## config.mk

```make
export PLATFORM = sky130hd
export DESIGN_NAME = stepper_phase_driver_flat
export DESIGN_NICKNAME = d
export VERILOG_FILES = /design/src/rtl/tracker_pkg.sv /design/src/rtl/stepper_phase_driver_if.sv /design/src/rtl/stepper_phase_driver_step_tick_gen.sv /design/src/rtl/stepper_phase_driver.sv /design/src/flat_wrapper.sv
export SDC_FILE = /design/constraint.sdc
export NUM_CORES = 1
export LEC_CHECK = 0
export ABC_CLOCK_PERIOD_IN_PS = 4100
export BUFFER_PORTS_ARGS = -buffer_cell sky130_fd_sc_hd__buf_4
export CAP_MARGIN = 15
export CORE_ASPECT_RATIO = 0.5
export CORE_MARGIN = 2
export CORE_UTILIZATION = 40
export DETAILED_ROUTE_END_ITERATION = 10
export PLACE_DENSITY = 0.61
export SYNTH_ARGS = -nofsm -noshare
export SYNTH_HDL_FRONTEND = slang
export SYNTH_SLANG_ARGS = --single-unit
export TNS_END_PERCENT = 30
```

## constraint.sdc

```tcl
create_clock -name clk -period 4.1 [get_ports clk]
set_clock_uncertainty 0.15 [all_clocks]
set_input_delay 0.205 -clock clk [delete_from_list [all_inputs] [get_ports clk]]
set_output_delay 0.205 -clock clk [all_outputs]
set_load 0.05 [all_outputs]
```

## src/rtl/tracker_pkg.sv

```systemverilog
// Shared types and constants for the tracker axis drivers: direction codes,
// stepper FSM state encoding and the half-step coil phase table.
package tracker_pkg;

    localparam logic [1:0] DIR_STOP = 2'b00;
    localparam logic [1:0] DIR_CW   = 2'b01;
    localparam logic [1:0] DIR_CCW  = 2'b11;
    localparam logic [1:0] DIR_BAD  = 2'b10;

    typedef enum logic [1:0] {
        ST_IDLE    = 2'd0,
        ST_RUN     = 2'd1,
        ST_REVERSE = 2'd2,
        ST_HOLD    = 2'd3
    } step_state_e;

    // {A,B,A_n,B_n} per phase, phase 0 in the least significant nibble
    localparam logic [31:0] PHASE_TBL = {4'b1001, 4'b0001, 4'b0011, 4'b0010,
                                         4'b0110, 4'b0100, 4'b1100, 4'b1000};

    function automatic logic [3:0] phase_coil(input logic [2:0] phase);
        return PHASE_TBL[{phase, 2'b00} +: 4];
    endfunction

endpackage

```

## src/rtl/stepper_phase_driver_if.sv

```systemverilog
// Command/status bundle between the motion controller and one stepper axis driver.
interface stepper_phase_driver_if;
    import tracker_pkg::*;

    logic        en;
    logic [1:0]  dir_cmd;
    logic        pos_load;
    logic [15:0] pos_load_val;
    logic [3:0]  coil;
    logic [15:0] pos_actual;
    logic        busy;
    logic        at_limit;
    logic        fault;

    modport master (
        output en, dir_cmd, pos_load, pos_load_val,
        input  coil, pos_actual, busy, at_limit, fault
    );

    modport slave (
        input  en, dir_cmd, pos_load, pos_load_val,
        output coil, pos_actual, busy, at_limit, fault
    );

endinterface

```

## src/rtl/stepper_phase_driver_step_tick_gen.sv

```systemverilog
// Free-running divide-by-DIV counter with synchronous clear; tick_c marks the last count.
module step_tick_gen #(
    parameter int unsigned DIV = 50000
) (
    input  logic clk,
    input  logic rst_n,
    input  logic clr,
    output logic tick_c
);

    localparam int unsigned CW = $clog2(DIV);

    logic [CW-1:0] cnt_q;

    assign tick_c = (cnt_q == CW'(DIV - 1));

    always_ff @(posedge clk or negedge rst_n) begin
        if (!rst_n) begin
            cnt_q <= '0;
        end else if (clr || tick_c) begin
            cnt_q <= '0;
        end else begin
            cnt_q <= cnt_q + CW'(1);
        end
    end

endmodule

```

## src/rtl/stepper_phase_driver.sv

```systemverilog
// One-axis stepper driver: direction code in, timed coil phase sequence and
// soft-limited position count out.
module stepper_phase_driver
    import tracker_pkg::*;
#(
    parameter int unsigned STEP_DIV    = 50000,
    parameter int unsigned HOLD_CYCLES = 250000,
    parameter logic [15:0] POS_MIN     = 16'd0,
    parameter logic [15:0] POS_MAX     = 16'd3600,
    parameter bit          HALF_STEP   = 1'b1
) (
    input logic                   clk,
    input logic                   rst_n,
    stepper_phase_driver_if.slave bus
);

    localparam int unsigned HW      = (HOLD_CYCLES > 1) ? $clog2(HOLD_CYCLES) : 1;
    localparam logic [2:0]  PH_STEP = HALF_STEP ? 3'd1 : 3'd2;

    step_state_e   state_q, state_n;
    logic [1:0]    dir_q, dir_n;
    logic [2:0]    phase_q, phase_n;
    logic [15:0]   pos_q, pos_n;
    logic [HW-1:0] hold_q, hold_n;
    logic [3:0]    coil_q;
    logic          busy_q, at_limit_q, fault_q;
    logic          legal_c, step_c, tick_c, tick_clr_c;

    function automatic logic [15:0] clamp_pos(input logic [15:0] v);
        if (v <= POS_MIN) return POS_MIN;
        if (v >= POS_MAX) return POS_MAX;
        return v;
    endfunction

    step_tick_gen #(.DIV(STEP_DIV)) u_tick (
        .clk    (clk),
        .rst_n  (rst_n),
        .clr    (tick_clr_c),
        .tick_c (tick_c)
    );

    // Next-state, phase and position logic
    always_comb begin
        state_n = state_q;
        dir_n   = dir_q;
        phase_n = phase_q;
        pos_n   = pos_q;
        hold_n  = '0;
        step_c  = 1'b0;
        legal_c = (bus.dir_cmd == DIR_CW) || (bus.dir_cmd == DIR_CCW);

        unique case (state_q)
            ST_IDLE: begin
                if (legal_c) begin
                    state_n = ST_RUN;
                    dir_n   = bus.dir_cmd;
                end
            end
            ST_RUN: begin
                if (!legal_c)                   state_n = ST_HOLD;
                else if (bus.dir_cmd != dir_q)  state_n = ST_REVERSE;
                else if (tick_c)                step_c  = 1'b1;
            end
            ST_REVERSE: begin
                if (!legal_c) begin
                    state_n = ST_HOLD;
                end else if (bus.dir_cmd == dir_q) begin
                    state_n = ST_RUN;
                end else if (tick_c) begin
                    state_n = ST_RUN;
                    dir_n   = bus.dir_cmd;
                end
            end
            ST_HOLD: begin
                if (legal_c) begin
                    state_n = (bus.dir_cmd == dir_q) ? ST_RUN : ST_REVERSE;
                end else if (hold_q == HW'(HOLD_CYCLES - 1)) begin
                    state_n = ST_IDLE;
                end else begin
                    hold_n = hold_q + HW'(1);
                end
            end
            default: state_n = ST_IDLE;
        endcase

        // Steps into a soft limit are swallowed; the tick counter keeps cycling
        if (step_c) begin
            if (dir_q == DIR_CW && pos_q != POS_MAX) begin
                phase_n = phase_q + PH_STEP;
                pos_n   = pos_q + 16'd1;
            end else if (dir_q == DIR_CCW && pos_q != POS_MIN) begin
                phase_n = phase_q - PH_STEP;
                pos_n   = pos_q - 16'd1;
            end
        end

        if (!bus.en) begin
            state_n = ST_IDLE;
            dir_n   = dir_q;
            phase_n = phase_q;
            pos_n   = pos_q;
            hold_n  = '0;
        end

        // A preset load overrides any coincident step
        if (bus.pos_load) begin
            pos_n   = clamp_pos(bus.pos_load_val);
            phase_n = phase_q;
        end

        tick_clr_c = (state_n != state_q) ||
                     !((state_n == ST_RUN) || (state_n == ST_REVERSE));
    end

    always_ff @(posedge clk or negedge rst_n) begin
        if (!rst_n) begin
            state_q    <= ST_IDLE;
            dir_q      <= DIR_STOP;
            phase_q    <= '0;
            pos_q      <= POS_MIN;
            hold_q     <= '0;
            coil_q     <= '0;
            busy_q     <= 1'b0;
            at_limit_q <= 1'b1;
            fault_q    <= 1'b0;
        end else begin
            state_q    <= state_n;
            dir_q      <= dir_n;
            phase_q    <= phase_n;
            pos_q      <= pos_n;
            hold_q     <= hold_n;
            coil_q     <= (state_n == ST_IDLE) ? 4'b0000 : phase_coil(phase_n);
            busy_q     <= (state_n == ST_RUN) || (state_n == ST_REVERSE);
            at_limit_q <= (pos_n == POS_MIN) || (pos_n == POS_MAX);
            fault_q    <= bus.en ? (fault_q || (bus.dir_cmd == DIR_BAD)) : 1'b0;
        end
    end

    assign bus.coil       = coil_q;
    assign bus.pos_actual = pos_q;
    assign bus.busy       = busy_q;
    assign bus.at_limit   = at_limit_q;
    assign bus.fault      = fault_q;

endmodule
```

## src/flat_wrapper.sv

```systemverilog
// flat-port wrapper written by rule: the top's interface ports become plain ports
module stepper_phase_driver_flat import tracker_pkg::*;
#(
    parameter int unsigned STEP_DIV    = 50000,
    parameter int unsigned HOLD_CYCLES = 250000,
    parameter logic [15:0] POS_MIN     = 16'd0,
    parameter logic [15:0] POS_MAX     = 16'd3600,
    parameter bit          HALF_STEP   = 1'b1
)
  (clk, rst_n, bus_en, bus_dir_cmd, bus_pos_load, bus_pos_load_val, bus_coil, bus_pos_actual, bus_busy, bus_at_limit, bus_fault);
  stepper_phase_driver_if bus_i ();
  input logic clk;
  input logic rst_n;
  input wire logic [$bits(bus_i.en)-1:0] bus_en;
  input wire logic [$bits(bus_i.dir_cmd)-1:0] bus_dir_cmd;
  input wire logic [$bits(bus_i.pos_load)-1:0] bus_pos_load;
  input wire logic [$bits(bus_i.pos_load_val)-1:0] bus_pos_load_val;
  output wire logic [$bits(bus_i.coil)-1:0] bus_coil;
  output wire logic [$bits(bus_i.pos_actual)-1:0] bus_pos_actual;
  output wire logic [$bits(bus_i.busy)-1:0] bus_busy;
  output wire logic [$bits(bus_i.at_limit)-1:0] bus_at_limit;
  output wire logic [$bits(bus_i.fault)-1:0] bus_fault;
  assign bus_i.en = bus_en;
  assign bus_i.dir_cmd = bus_dir_cmd;
  assign bus_i.pos_load = bus_pos_load;
  assign bus_i.pos_load_val = bus_pos_load_val;
  assign bus_coil = bus_i.coil;
  assign bus_pos_actual = bus_i.pos_actual;
  assign bus_busy = bus_i.busy;
  assign bus_at_limit = bus_i.at_limit;
  assign bus_fault = bus_i.fault;
  stepper_phase_driver #(.STEP_DIV(STEP_DIV), .HOLD_CYCLES(HOLD_CYCLES), .POS_MIN(POS_MIN), .POS_MAX(POS_MAX), .HALF_STEP(HALF_STEP)) u_core (.clk(clk), .rst_n(rst_n), .bus(bus_i));
endmodule
```

Word level (Yosys, flattened, before mapping)
Index checks and enable logic that the tools add are counted.
- $add $sub $neg: 6
- mux-type cells: 46
- reduce and logical (&&, ||, !) cells: 15
- equality and inequality tests: 21
- shift operators: 1
- magnitude comparators: 2
- operators with widths (kind ; number):
    2-to-1 mux 16 bit ; 10
    2-to-1 mux 18 bit ; 4
    adder 16 x 1 -> 16 bit (second input constant) ; 2
    indexed part select 32 x 6 -> 4 bit (first input constant) ; 1
    2-to-1 mux 2 bit ; 14
    adder 18 x 1 -> 18 bit (second input constant) ; 1
    == test 18 bit (second input constant) ; 1
    == test 16 x 12 -> 1 bit (second input constant) ; 1
    == test 16 bit (second input constant) ; 1
    >= comparator 16 x 12 -> 1 bit (second input constant) ; 1
    less-or-equal comparator 16 x 1 -> 1 bit (second input constant) ; 1
    logical NOT 16 bit ; 1
    != test 16 x 12 -> 1 bit (second input constant) ; 1
    nonzero test 16 bit ; 1
    subtractor 16 x 1 -> 16 bit (second input constant) ; 1
    2-to-1 mux 3 bit ; 5
    == test 2 bit (second input constant) ; 6
    2-to-1 mux 1 bit ; 10
    == test 2 x 1 -> 1 bit (second input constant) ; 4
    case mux 2 bit (4 select lines) ; 1
    logical OR 1 bit ; 6
    AND reduction 6 bit ; 1
    logical NOT 2 bit ; 2
    2-to-1 mux 4 bit ; 1
    other kinds (10) ; 14
- output and inout bits: 23
- register bits after elaboration: 64
- word-level logic and storage cells: 101
- bits of input ports: 22

Depth between registers and ports, before layout
- word-level depth: 12
- depth in mapped cells: 13
- depth with buffers taken out: 12

Cells and area by module
From an unflattened synthesis, not the netlist that was laid out.
- cells, all modules: 426
- area total of the unflattened synthesis: 3847.4 um^2
- modules (own cells, without submodules) (module ; times used ; area each (um^2) ; seq. area each (um^2) ; cells each):
    stepper_phase_driver ; 1 ; 3055.4 ; 1202.4 ; 346
    step_tick_gen ; 1 ; 792.0 ; 400.4 ; 80

Worst setup path before layout
OpenSTA, ideal clock, no wires.
- path type: register -> register
- start: register u_core.pos_q[0], in the netlist u_core.bus.pos_actual[0]
- end: register u_core.at_limit_q, in the netlist u_core.bus.at_limit
- arrival time: 3.433 ns
- setup time: 0.081 ns
- slack: 0.436 ns
- buffers on the path: 0
- clock period less this slack: 3.664 ns
- required time: 3.869 ns
- cell stages (with the launch flop): 11
- cell sequence: dfrtp_1 inv_1 ha_1 nor4b_2 nand4_1 a211o_1 a211oi_2 mux2_1 or4_1 or4_1 a211oi_2
- cells in the longest elaborated chain, start to end: 9
- elaborated cells between the ends (all ways): 14
- those cells by class: add/sub: 2; eq/ne: 2; mux: 5; reduce/logical: 5
- ends and longest elaborated chain (item ; RTL line ; RTL):
    start, declared ; stepper_phase_driver.sv:23 ; logic [15:0] pos_q, pos_n;
    start signal, assigned ; stepper_phase_driver.sv:130 ; pos_q <= pos_n;
    parallel branches: the longest is 5 deep, another holds subtractor 16 x 1 -> 16 bit ; - ;
    2-to-1 mux 16 bit (*) ; stepper_phase_driver.sv:97 ; if (!bus.en) begin
    2-to-1 mux 16 bit (*) ; stepper_phase_driver.sv:106 ; if (bus.pos_load) begin
    == test 16 x 12 -> 1 bit / logical NOT 16 bit (equally long branches) ; stepper_phase_driver.sv:134 ; at_limit_q <= (pos_n == POS_MIN) || (pos_n == POS_MAX);
    logical OR 1 bit (*) ; stepper_phase_driver.sv:134 ;
    end signal, assigned ; stepper_phase_driver.sv:134 ;
    end, declared ; stepper_phase_driver.sv:26 ; logic busy_q, at_limit_q, fault_q;
Every way passes the cells marked *.
A chain may end at the register's enable or synchronous reset.

Worst setup path in the final report
- start: register u_core.pos_q[0], in the netlist u_core.bus.pos_actual[0]
- end: register u_core.at_limit_q, in the netlist u_core.bus.at_limit
- cells in the longest elaborated chain, start to end: 9
- elaborated cells between the ends (all ways): 14
- those cells by class: add/sub: 2; eq/ne: 2; mux: 5; reduce/logical: 5
- ends and longest elaborated chain (item ; RTL line ; RTL):
    parallel branches: the longest is 3 deep, another holds subtractor 16 x 1 -> 16 bit ; - ;
    2-to-1 mux 16 bit (*) ; stepper_phase_driver.sv:88 ; if (dir_q == DIR_CW && pos_q != POS_MAX) begin
    2-to-1 mux 16 bit (*) ; stepper_phase_driver.sv:87 ; if (step_c) begin
    2-to-1 mux 16 bit (*) ; stepper_phase_driver.sv:97 ;
    2-to-1 mux 16 bit (*) ; stepper_phase_driver.sv:106 ;
    named net u_core.pos_n[15] ; stepper_phase_driver.sv:23 ;
    == test 16 x 12 -> 1 bit / logical NOT 16 bit (equally long branches) ; stepper_phase_driver.sv:134 ;
    logical OR 1 bit (*) ; stepper_phase_driver.sv:134 ;
Mark *: on every way through the listed nets, which the timed path passes.

==> metrics.txt <==
Max Fclk between 200 and 300 MHz; area share of xor/xnor cells in the synthesized design about 9.0%; Syn Inst Count 430; Setup crit end kind flip-flop; Post-Synth Simple-Gate Area approximately 28%; CTS tree done; # setup viols final 0; Post-synth top cells 65 x nor2_1, 63 x dfrtp_1, 30 x nand2_1, 23 x xnor2_1, 20 x inv_1; Adder-Cell Fraction of Synth Area under 10%; RePlAce Congestion roughly 0.90; distinct cell type count of the synthesized netlist just under 80; initial drt markers ~240; clock sinks 64; Final Max Tran Viols 0; worst hold path type primary input to flip-flop; die height 74.8 um; Clock Tree Root clkbuf_16; clk slew on worst S/H paths approximately 0.06 ns; DR vias/cell 5.45; Pleak between 2 and 2.5 nW; storage element area between 1500 and 2000 um2; H-tree Lvls 3; Mapped Avg Cell Area ~9.3 um2; area leader, netlist dfrtp_1; drt drc 0; minimum clock period 3.63 ns; CTS Buf Count 9; Net Count, Synth 460; Seq/Total Area, Yosys between 30% and 40%; Ys Warns 0; GR Util All Layers a little under a fifth; Top Ports 45; main combinational cell family by area after synthesis simple AND/OR/NAND/NOR gates; placed insts between 500 and 600; Synth Area in Compound Gates between 10 and 15%; initial antenna violation count 0; status finished clean; Crit Path Max Fanout 7; final cell count without fillers 619; fillers between 800 and 900; Rows 25; peak supply drop between 0.15 and 0.2 mV; Final period util between 80% and 90%; RSZ-0062 raised after global routing false; Fin Setup TNS 0 ns; Die X approximately 150 um; Max Buffers Root-to-Sink 2; Synth async-reset ratio 100%; Top FF cell, synth dfrtp_1; largest cells by area after synthesis dfrtp_1 39%, nor2_1 6.1%, xnor2_1 5.0%; layout cells sized above 1 about a fifth; final hold slack 0.0211 ns; Initial Util a little over two fifths; crit path launch type flip-flop; vias in the first global route about 3.2k; total routed wirelength ~9.8 mm; final hold violations 0; critical path arrival about 3.7 ns; slew margin rel. about a third; Synth Register Bits between 60 and 70; most frequent cell after synthesis nor2_1; max_cap viols 0; total power approximately 1.9 mW; ANT cells 0; worst slew pin tran between 0.9 and 1 ns; Post-DRT Antenna Nets 0; Worst EP required around 4.2 ns; Core Region just under 10000 um2; DP HPWL between 7 and 8 mm; area occupied by multi-input gates roughly 2200 um2; pin count of the biggest net entering global routing 65; first-pass GRT wire length between 15 and 20 mm; drt wl/cell roughly 16 um; GRT overflow 0; 1st-pass router iterations 5; mux cell area share after synthesis 1.43%; P&R area growth vs syn 19.7%; Port-buffer cells 44; Cell Area, Synth 4010 um2; Via Count 3376; Final #Nets ~510; Post-synth EDFFs 0; die area 10900 um2; Power Density ~400 nW/um2; WS Path Type flip-flop to flip-flop; Synth top area share just under 40%; utilization after layout between 50 and 60%; setup bufs post-CTS 0; Worst-Skew Late Latency ~0.33 ns
## per-layer routing
| layer | wire, um | share of wire, % | vias to the layer above | global-route usage, % |
|---|---|---|---|---|
| li1 | - | - | 1645 | - |
| met1 | 4620 | 47 | 1600 | 24.7 |
| met2 | 4450 | 45 | 112 | 31.3 |
| met3 | 565 | 5.7 | 19 | 4.79 |
| met4 | 195 | 2.0 | 0 | 6.97 |
| met5 | 0 | 0 | - | 0 |
## path summary, 6_finish.rpt
kind | start | end | slack, ns | cells past startpoint
max in group asynchronous | rst_n | u_core.bus.pos_actual[6] | 2.89 | 2
worst min register to register | u_core.u_tick.cnt_q[0] | u_core.u_tick.cnt_q[0] | 0.30 | 1
min in group asynchronous | rst_n | u_core.hold_q[0] | 0.37 | 2
worst max register to register | u_core.bus.pos_actual[0] | u_core.bus.at_limit | 0.47 | 10
worst min-delay path | bus_pos_load_val[8] | u_core.bus.pos_actual[8] | 0.02 | 3
worst max-delay path | u_core.bus.pos_actual[0] | u_core.bus.at_limit | 0.47 | 10
## flip-flops by register name, summed over array words and instances, names as in the netlist, 2 cells and up
signal,flops
u_core.bus.coil,4
u_core.hold_q,18
u_core.dir_q,2
u_core.phase_q,3
u_core.u_tick.cnt_q,16
u_core.bus.pos_actual,16
u_core.state_q,2
## what timing repair did
action	CTS	global route
resized for setup	0	0
hold endpoints to repair	68	0
hold buffers	6	0
endpoints found under the setup margin	0	0
## worst max-delay path, cell delays in order, from the launching register on
cell      delay [ns]
dfrtp_1         0.41
inv_1           0.15
ha_1            0.19
or3b_2          0.49
nor4_4          0.31
nor2_1          0.19
o21ai_2         0.35
o31ai_1         0.16
or4_1           0.52
or4_1           0.42
a211oi_2        0.20
## cell families (layout without fill, tap and decap cells)
group | after synthesis | after routing
mux | 5 | 5
simple gates | 206 | 206
xor+xnor | 41 | 41
compound gates | 72 | 72
fa+ha+maj | 8 | 8
flops | 64 | 64
buf+inv | 34 | 88
## placed cells by master, fill, tap and decap left out, drive strengths merged, types with 3 or more instances in the layout
cell type / n
clkinv: 3
nand2b: 4
a21o: 5
or2: 4
a211o: 3
xnor2: 23
nor4: 11
o21ai: 11
and3: 13
dlygate4sd3: 6
a32oi: 3
o211ai: 4
nand4: 12
o32ai: 3
dfrtp: 63
nor3: 16
a211oi: 6
clkbuf: 9
a21oi: 10
ha: 8
mux2: 3
nor4b: 4
inv: 21
or4: 6
nor2: 65
o31ai: 3
nor2b: 4
xor2: 18
or3: 5
and2b: 3
o21a: 3
buf: 46
nand3: 18
nand2: 30
## where the power goes
group / leakage, nW / internal, mW / switching, mW
combinational: 1.03 / 0.138 / 0.266
clock: 0.156 / 0.533 / 0.291
sequential: 0.847 / 0.662 / 0.0309
total: 2.03 / 1.33 / 0.588
## metrics by stage
step / cell area (um2) / setup WS, ns
2_1_floorplan: 4010 / 0.436
3_3_place_gp: 4410 / 0.590
3_5_place_dp: 4410 / 0.497
4_1_cts: 4790 / 0.467
5_1_grt: 4800 / 0.262
6_report: 4800 / 0.473
## final cells by class
class | count | area share (%)
well taps | 135 | 3.52
clock buffers | 9 | 4.69
flip-flops and latches | 64 | 33.4
repair buffers | 52 | 8.44
inverters | 20 | 1.56
clock inverters | 7 | 1.98
multi-input cells | 332 | 46.4
Power figures use the tool's default switching activity.
